**config.mk**
```make
export PLATFORM = sky130hd
export DESIGN_NAME = button_reader
export DESIGN_NICKNAME = d
export VERILOG_FILES = /design/src/rtl/button_reader.sv
export SDC_FILE = /design/constraint.sdc
export NUM_CORES = 1
export LEC_CHECK = 0
export CAP_MARGIN = 20
export CORE_MARGIN = 2
export CORE_UTILIZATION = 46
export CTS_BUF_LIST = sky130_fd_sc_hd__clkbuf_4 sky130_fd_sc_hd__clkbuf_8
export CTS_CLUSTER_DIAMETER = 30
export DETAILED_ROUTE_END_ITERATION = 8
export SLEW_MARGIN = 20
export SYNTH_ARGS = -nofsm -noshare
export SYNTH_HDL_FRONTEND = slang
export SYNTH_SLANG_ARGS = --single-unit
export TNS_END_PERCENT = 20
```
**constraint.sdc**
```tcl
create_clock -name ipClk -period 5.5 [get_ports ipClk]
set_input_delay 1.65 -clock ipClk [delete_from_list [all_inputs] [get_ports ipClk]]
set_output_delay 1.65 -clock ipClk [all_outputs]
set_load 0.05 [all_outputs]
```
**src/rtl/button_reader.sv**
```systemverilog
// button_reader: synchronise, debounce and edge-detect a bank of N push-buttons.
// Ports: ipClk / ipReset (asynchronous, active-high); ipButton raw pins (polarity set by
//   ACTIVE_LOW); opButton debounced level (1 = pressed); opPressed / opReleased one-cycle
//   strobes per accepted press / release. All outputs are registered.
// Latency: a level change sampled at edge k is reported after edge k + DEBOUNCE_CYCLES + 2.
// Optional feature macro: BUTTON_REPEAT_EN adds auto-repeat opPressed strobes while a
//   button stays held (first after REPEAT_DELAY cycles, then every REPEAT_PERIOD cycles).
module button_reader #(
  parameter int N               = 4,
  parameter int DEBOUNCE_CYCLES = 500000,
  parameter int ACTIVE_LOW      = 1,
  parameter int REPEAT_DELAY    = 25000000,
  parameter int REPEAT_PERIOD   = 5000000
) (
  input  logic         ipClk,
  input  logic         ipReset,
  input  logic [N-1:0] ipButton,
  output logic [N-1:0] opButton,
  output logic [N-1:0] opPressed,
  output logic [N-1:0] opReleased
);

  localparam int            CW      = $clog2(DEBOUNCE_CYCLES + 1);
  localparam logic [CW-1:0] CNT_MAX = CW'(DEBOUNCE_CYCLES);

  localparam logic [1:0] ST_RELEASED     = 2'd0;
  localparam logic [1:0] ST_PRESS_WAIT   = 2'd1;
  localparam logic [1:0] ST_PRESSED      = 2'd2;
  localparam logic [1:0] ST_RELEASE_WAIT = 2'd3;

`ifdef BUTTON_REPEAT_EN
  localparam int            RMAX      = (REPEAT_DELAY > REPEAT_PERIOD) ? REPEAT_DELAY : REPEAT_PERIOD;
  localparam int            RW        = $clog2(RMAX + 1);
  localparam logic [RW-1:0] DELAY_M1  = RW'(REPEAT_DELAY - 1);
  localparam logic [RW-1:0] PERIOD_M1 = RW'(REPEAT_PERIOD - 1);
`endif

  // Elaboration-time sanity check on the configuration.
  if (DEBOUNCE_CYCLES < 2 || REPEAT_DELAY < 1 || REPEAT_PERIOD < 1) begin : g_cfg_err
    $error("button_reader: invalid parameter set");
  end

  // Polarity is normalised before the first flop so the synchroniser resets to
  // the not-pressed level (0) regardless of ACTIVE_LOW.
  logic [N-1:0] pin_norm;
  logic [N-1:0] sync1_q, sync2_q;

  assign pin_norm = (ACTIVE_LOW != 0) ? ~ipButton : ipButton;

  always_ff @(posedge ipClk or posedge ipReset) begin
    if (ipReset) begin
      sync1_q <= '0;
      sync2_q <= '0;
    end else begin
      sync1_q <= pin_norm;
      sync2_q <= sync1_q;
    end
  end

  genvar g;
  for (g = 0; g < N; g++) begin : g_bit
    logic          sync;
    logic [1:0]    state_q, state_d;
    logic [CW-1:0] cnt_q, cnt_d;
    logic          btn_q, btn_d;
    logic          prs_q, prs_d;
    logic          rel_q, rel_d;
`ifdef BUTTON_REPEAT_EN
    logic [RW-1:0] rpt_q, rpt_d;
    logic          arm_q, arm_d;   // 1 once the first (long) repeat delay has elapsed
`endif

    assign sync = sync2_q[g];

    always_comb begin
      state_d = state_q;
      cnt_d   = cnt_q;
      btn_d   = btn_q;
      prs_d   = 1'b0;
      rel_d   = 1'b0;
`ifdef BUTTON_REPEAT_EN
      rpt_d   = rpt_q;
      arm_d   = arm_q;
`endif
      case (state_q)
        ST_RELEASED: begin
          if (sync) begin
            state_d = ST_PRESS_WAIT;
            cnt_d   = CW'(1);
          end
        end
        ST_PRESS_WAIT: begin
          // A drop back to released wins over reaching the count.
          if (!sync) begin
            state_d = ST_RELEASED;
            cnt_d   = '0;
          end else if (cnt_q == CNT_MAX) begin
            state_d = ST_PRESSED;
            cnt_d   = '0;
            btn_d   = 1'b1;
            prs_d   = 1'b1;
`ifdef BUTTON_REPEAT_EN
            rpt_d   = '0;
            arm_d   = 1'b0;
`endif
          end else begin
            cnt_d = cnt_q + CW'(1);
          end
        end
        ST_PRESSED: begin
          if (!sync) begin
            state_d = ST_RELEASE_WAIT;
            cnt_d   = CW'(1);
          end
`ifdef BUTTON_REPEAT_EN
          // Timer only advances in PRESSED; it is frozen during RELEASE_WAIT.
          if (rpt_q == (arm_q ? PERIOD_M1 : DELAY_M1)) begin
            prs_d = 1'b1;
            rpt_d = '0;
            arm_d = 1'b1;
          end else begin
            rpt_d = rpt_q + RW'(1);
          end
`endif
        end
        ST_RELEASE_WAIT: begin
          if (sync) begin
            state_d = ST_PRESSED;
            cnt_d   = '0;
          end else if (cnt_q == CNT_MAX) begin
            state_d = ST_RELEASED;
            cnt_d   = '0;
            btn_d   = 1'b0;
            rel_d   = 1'b1;
`ifdef BUTTON_REPEAT_EN
            rpt_d   = '0;
            arm_d   = 1'b0;
`endif
          end else begin
            cnt_d = cnt_q + CW'(1);
          end
        end
        default: begin
          state_d = ST_RELEASED;
          cnt_d   = '0;
        end
      endcase
    end

    always_ff @(posedge ipClk or posedge ipReset) begin
      if (ipReset) begin
        state_q <= ST_RELEASED;
        cnt_q   <= '0;
        btn_q   <= 1'b0;
        prs_q   <= 1'b0;
        rel_q   <= 1'b0;
`ifdef BUTTON_REPEAT_EN
        rpt_q   <= '0;
        arm_q   <= 1'b0;
`endif
      end else begin
        state_q <= state_d;
        cnt_q   <= cnt_d;
        btn_q   <= btn_d;
        prs_q   <= prs_d;
        rel_q   <= rel_d;
`ifdef BUTTON_REPEAT_EN
        rpt_q   <= rpt_d;
        arm_q   <= arm_d;
`endif
      end
    end

    assign opButton[g]   = btn_q;
    assign opPressed[g]  = prs_q;
    assign opReleased[g] = rel_q;
  end

endmodule

```
# == Word level (Yosys, flattened, before mapping) ==
# Cells that the tools add are included.
# classes
addsub,4
multipliers,0
div_mod_pow,0
order_cmp,0
n_eq_ne,48
shift,0
n_mux,92
bitwise_logic,1
reduce_logical,20
# ops
cell,count
$mux 19,20
$pmux 19 s4,4
$add 19x1->19 const B,4
$eq 19x19->1 const B,4
$mux 2,24
$ne 2x2->1 const B,24
$mux 1,36
$pmux 2 s4,4
$ne 3x3->1 const B,8
$reduce_and 5->1,4
$eq 2x2->1 const B,8
$reduce_and 4->1,4
$eq 2x1->1 const B,4
$logic_not 2->1,4
$pmux 1 s2,4
$reduce_and 2->1,4
$reduce_bool 2->1,4
$not 4->4,1
# word_totals
ff_bits,104
latchBits,0
ramBits,0
romBits,0
inputBits,6
output_inout_bits,12
memories,0

# == Logic depth before layout (Yosys ltp) ==
# Gate-level depths: netlist of run 1.
# logic_depth
depth_word,4
mapped_depth,8
ltp_nobuf,7

# == Least setup slack after synthesis of run 1 ==
# No wires, ideal clock.
# synth_timing
kind,reg2out
startpoint,register g_bit[0].btn_q
endpoint,output port opButton[0]
arrival_time_ps,546
required_time_ps,3850
setup_slack_ps,3304
stages_incl_launch_ff,2
path_buffers,1
cell_sequence,dfrtp_1 -> buf_4
# synth_rtl
item,line,source
from (decl),65,"logic btn_q, btn_d;"
from (signal assigned),164,btn_q <= btn_d;
to (decl),18,"output logic [N-1:0] opButton,"
# No word-level cell between the ends.

# == Final worst setup path of run 1 ==
# layout_timing
startpoint,register g_bit[2].btn_q
endpoint,output port opButton[2]
# layout_rtl
item,line
from (decl),65
from (signal assigned),164
# No word-level cell between the ends.

==> qor.yml, run 1 <==
slowest_delay_ns: 0.81
synthCells: 587
io_buffer_count: 17
clk_path_buf_depth: 2
worst_pin_slew_ns: 0.990
start_util_pct: 47.7
synth_area_sq_um: 5490
slowest_stage: "clkdlybuf4s50_1"
power_per_cell_area_nw_per_um2: 294
routed-via-count: 4265
ys_ff_latch: 104
wire_per_inst_um: 15.2
vias_per_cell: 5.79
cap_viol_max_count: 0
clk_latency_ns: 0.37
leakagePower_nw: 2.46
syn2layout_area_growth_pct: 7.98
crit_start: "g_bit[2].btn_q"
grt_use_met1_pct: 25.5
use_met2_pct: 30.3
min_from: "sync1_q[3]"
rsz0062_at_grt: "no"
finalPower_mw: 1.74
totalWireLength_um: 11200
ys_async_sr_fraction_pct: 100
gr-usage-all-layers_pct: 18.6
syn-num-nets: 601
crit_family: "buffers and inverters"
startpoint_type: "register"
cts_tree: "done"
r2r-start: "g_bit[2].cnt_q[14]"
use_met3_pct: 3.59
fmax_ghz: 0.311
grt-ovfl-total: 0
yosysSeqAreaShare_pct: 47.4
drt-initial-drc-count: 330
crit_chain: "clkdlybuf4s50_1"
post-dp-hpwl_um: 7600
dieArea_sq_um: 12800
vdd_ir_drop_max_mv: 0.162
cp.arrival_ns: 1.56
top_usage_layer: "met2"
period_minus_slack_ns: 3.21
numCtsBuffers: 9
synth_edf_count: 0
hold_viol_final: 0
cts.clk_slew.worst_paths_ns: 0.09
hold_path.class: "register to register"
synth.distinct_cells: 62
placed_cell_area_sq_um: 5690
yosys_warnings: 0
cts_setup_buffers: 0
cts-root-buf: "clkbuf_8"
setup_violations: 0
fin_setup_tns_ns: 0
synthFlopType: "dfrtp_1"
cts_resized: 0
worst_clock_skew_ns: 0.00739
antenna_found_initial: 0
grt_max_degree: 43
end_kind: "output pin"
diodes: 0
worst_ep_required_time_ns: 3.85
avgSynthCellArea_sq_um: 9.35
pin_count: 18
final_nets: 603
core_area_sq_um: 11500
maxSlewHeadroom_pct: 34.0
die_h_um: 113
cts_hold_buf: 0
drv_slew: 0
grt_pass1_wl_um: 19700
path_class: "register to output pin"
drtPass1Iterations: 4
drtAntennaViolNets: 0
period_share_pct: 58.4
outcome: "finished clean"
path_buf_inv: 1
finalInstanceArea_sq_um: 5930
routabilityCongestion: 0.799
rows: 39
drive_gt1_share_pct: 6.73
post-route-drc-count: 0
clock-sinks: 104
grt_pass1_vias: 4089
die_w_um: 113
cts.htree.levels: 3
crit_fanout: 3
==> cell usage in the layout (no fill, tap or decap), types with 4 or more instances in the layout <==
cell type,Yosys,routed
xnor2_1,8,8
and2_1,6,6
buf_4,12,4
nand4_1,16,16
mux2i_1,4,4
a31oi_1,37,37
xor2_1,8,8
inv_1,31,30
nor3b_1,5,5
nor4_1,7,7
clkbuf_8,0,10
nand2b_1,16,16
and3_1,11,11
or3_1,4,4
dfrtp_1,104,104
nand2_1,53,53
nor2_1,33,33
clkdlybuf4s50_1,0,17
a21oi_1,41,41
or4_1,6,6
nor3_1,16,16
o21ai_0,33,33
nand3_1,36,36
a22o_1,7,7
and4_1,5,5
a21o_1,8,8
ha_1,8,8
==> per-stage QoR <==
| stage | cells | worst slack [ns] | hold slack (ns) | util [%] |
|---|---|---|---|---|
| after floorplan | 587 | 1.12 | 0.331 | - |
| after global placement | 721 | 2.53 | 0.335 | 49.4 |
| after detailed placement | 721 | 2.52 | 0.335 | 49.4 |
| after CTS | 737 | 2.26 | 0.356 | 51.3 |
| after global routing | 737 | 2.22 | 0.359 | 51.5 |
| final | 737 | 2.29 | 0.357 | 51.5 |
==> kinds of logic (layout without fill, tap and decap cells) <==
family                   Yosys count  in the layout  synth area share (%)
flip-flops                       104            104                  47.4
XOR/XNOR                          16             16                  2.55
AND/OR/NAND/NOR                  237            237                  24.0
buffers and inverters             61             68                  5.38
adder cells (fa/ha/maj)            8              8                  1.82
AO/OA/AOI/OAI                    155            155                  17.7
multiplexers                       6              6                  1.14
==> cells in the mapped netlist (11+ instances only) <==
cell | count | area share [%]
a21oi_1 | 41 | 3.7
a31oi_1 | 37 | 4.2
and3_1 | 11 | 1.3
buf_4 | 12 | 1.6
dfrtp_1 | 104 | 47
inv_1 | 31 | 2.1
nand2_1 | 53 | 3.6
nand2b_1 | 16 | 1.8
nand3_1 | 36 | 3.3
nand4_1 | 16 | 1.8
nor2_1 | 33 | 2.3
nor3_1 | 16 | 1.5
o21ai_0 | 33 | 3.0
==> state kept, by name, summed over array words and instances, names as in the netlist, named ones only <==
name,flops
g_bit.btn_q,4
g_bit.cnt_q,76
g_bit.prs_q,4
sync1_q,4
g_bit.state_q,4
g_bit.rel_q,4
sync2_q,4
==> final cells by class <==
type / instances / area [sq um]
Fill cell: 1100 / 5590
Multi-Input combinational cell: 422 / 2610
Sequential cell: 104 / 2600
Timing Repair Buffer: 21 / 200
Tap cell: 143 / 179
Clock buffer: 10 / 138
Inverter: 31 / 119
Clock inverter: 6 / 82.6
==> routing by layer <==
metal,part of all wire [%],vias up
met5,0,-
met4,0.83,0
met3,2.1,6
met2,48,44
met1,49,2077
li1,-,2138
==> report_power, final <==
part	leakage, nW	internal, mW	switching (mW)	total (mW)
Clock	0.112	0.267	0.265	0.531
Combinational	0.936	0.112	0.217	0.329
Sequential	1.41	0.813	0.0684	0.882
==> final timing paths <==
kind                                 endpoint  depth (start not counted)  slack (ns)
max                               opButton[2]                          1        2.29
min                                sync2_q[3]                          0        0.36
max reg2reg                 g_bit[2].cnt_q[8]                          6        3.16
min reg2reg                        sync2_q[3]                          0        0.36
max in group asynchronous  g_bit[2].cnt_q[10]                          3        3.00
min in group asynchronous          sync1_q[0]                          2        1.67
Note: power is estimated with default switching activity, not from simulation.
==> run 2: changes to the inputs <==
==> constraint.sdc (replaced) <==
create_clock -name ipClk -period 3.26 [get_ports ipClk]
set_input_delay 0.978 -clock ipClk [delete_from_list [all_inputs] [get_ports ipClk]]
set_output_delay 0.978 -clock ipClk [all_outputs]
set_load 0.05 [all_outputs]
==> run 2 against run 1 <==
- hold slack lost 0.0024 ns
- non-clock buffer count is the same
- global-route usage rose by 0.45 points
- worst setup slack worse by 1.6 ns
- sequential cell count unchanged
- register-to-register slack lost 2.2 ns
- cell count unchanged
- critical path type unchanged
- highest routed layer unchanged
- sequential power is 69% higher
==> qor.yml, run 2 (synthesized netlist as in run 1, its figures left out) <==
pin_count: 18
crit_family: "buffers and inverters"
final_nets: 603
diodes: 0
clock-sinks: 104
grt_pass1_vias: 4277
grt_max_degree: 105
worst_ep_required_time_ns: 2.28
cts-root-buf: "clkbuf_8"
startpoint_type: "register"
fmax_ghz: 0.387
crit_cells: 1
slowest_stage: "clkdlybuf4s50_1"
crit_start: "g_bit[1].btn_q"
largest-register: "g_bit.cnt_q"
gr-usage-all-layers_pct: 19.0
routed-via-count: 4336
p_comb_share_pct: 19.8
clk_path_buf_depth: 2
grt-ovfl-total: 0
cp.arrival_ns: 1.60
p_switching_mw: 0.944
r2r_end: "g_bit[3].cnt_q[18]"
power.share.switching_pct: 33.7
hold_viol_final: 0
rr_worst_depth: 5
worst_clock_skew_ns: 0.00886
wire_per_inst_um: 15.2
routabilityCongestion: 0.801
die_h_um: 113
largest_reg_flops: 76
r2r-start: "g_bit[3].cnt_q[3]"
drt-initial-drc-count: 360
io_buffer_count: 17
power_per_cell_area_nw_per_um2: 475
post-route-drc-count: 0
path_class: "register to output pin"
period_share_pct: 79.2
seqPwrFrac_pct: 53.2
die_w_um: 113
totalWireLength_um: 11200
rsz0062_at_grt: "no"
core_area_sq_um: 11500
hold_depth: 0
drtAntennaViolNets: 0
critPathCapture: "opButton[1]"
start_util_pct: 47.7
post-dp-hpwl_um: 7390
drv_slew: 0
cts.clk_slew.worst_paths_ns: 0.10
clk_latency_ns: 0.39
slowest_delay_ns: 0.84
syn2layout_area_growth_pct: 7.54
period_minus_slack_ns: 2.58
mostFrequentLayoutCell: "dfrtp_1"
end_kind: "output pin"
cts_setup_buffers: 0
cts_tree: "done"
cap_viol_max_count: 0
path_buf_inv: 1
intPower_mw: 1.86
nFillCells: 1038
vias_per_cell: 5.88
r2r_slack_ns: 1.00
setup_violations: 0
worst_pin_slew_ns: 0.797
rows: 39
drive_gt1_share_pct: 6.73
fin_hold_ws_ns: 0.354
vdd_ir_drop_max_mv: 0.188
leakagePower_nw: 2.43
crit_fanout: 3
fin_setup_tns_ns: 0
cts_hold_buf: 0
cts.htree.levels: 3
grt_pass1_wl_um: 20000
outcome: "finished clean"
p_clk_share_pct: 27.0
dieArea_sq_um: 12800
cts_resized: 0
numCtsBuffers: 9
maxSlewHeadroom_pct: 46.7
antenna_found_initial: 0
crit_chain: "clkdlybuf4s50_1"
hold_path.class: "register to register"
layout_common_cells: "dfrtp_1 (104), nand2_1 (53), a21oi_1 (41)"
drtPass1Iterations: 4
==> run 2: cell count changes in the layout (fill, tap and decap cells not counted) <==
cell	change
clkinv_2	-2
bufinv_16	-2
buf_4	-1
clkinvlp_4	+3
clkinv_4	+2
buf_12	+1
inv_4	-1
==> run 2: power by group through the flow <==
stage | Combinational (mW) | Sequential, mW | Clock, mW
6_report | 0.556 | 1.49 | 0.758
4_1_cts | 0.555 | 1.49 | 0.787
5_1_grt | 0.636 | 1.51 | 0.835
3_5_place_dp | 0.555 | 1.51 | 0
3_3_place_gp | 0.537 | 1.51 | 0
2_1_floorplan | 0.430 | 1.48 | 0
==> run 2: area by class of cell <==
class / count / area, sq um / area share [%]
clock inverters: 6 / 45.0 / 0.763
inverters: 31 / 120 / 2.03
well taps: 143 / 179 / 3.03
repair buffers: 21 / 213 / 3.60
multi-input cells: 422 / 2610 / 44.2
clock buffers: 10 / 138 / 2.33
flip-flops and latches: 104 / 2600 / 44.1
==> run 2: worst min-delay path by stage <==
stage / slack [ns] / endpoint / from
3_3_place_gp: 0.33 / sync2_q[2] / sync1_q[2]
3_5_place_dp: 0.33 / sync2_q[0] / sync1_q[0]
4_1_cts: 0.36 / sync2_q[1] / sync1_q[1]
2_1_floorplan: 0.33 / sync2_q[0] / sync1_q[0]
5_1_grt: 0.37 / sync2_q[1] / sync1_q[1]
6_report: 0.35 / sync2_q[1] / sync1_q[1]
==> run 2: metrics by stage <==
stage               utilization [%]  setup WS [ns]  total power, mW  std cells  instance area, sq um
floorplan                         -           1.04             1.91        587                  5490
global placement               49.6           1.02             2.04        721                  5710
detailed placement             49.6          0.980             2.07        721                  5710
CTS                            51.1          0.640             2.83        737                  5890
global route                   51.3          0.625             2.98        737                  5900
finish                         51.3          0.679             2.80        737                  5900
==> run 2: per-layer routing <==
metal	vias up	share of wire, %	track usage, %
met5	-	0	0
met4	0	1.4	6.59
met3	12	2.8	4.34
met2	54	46	30.7
met1	2138	50	25.3
li1	2132	-	-
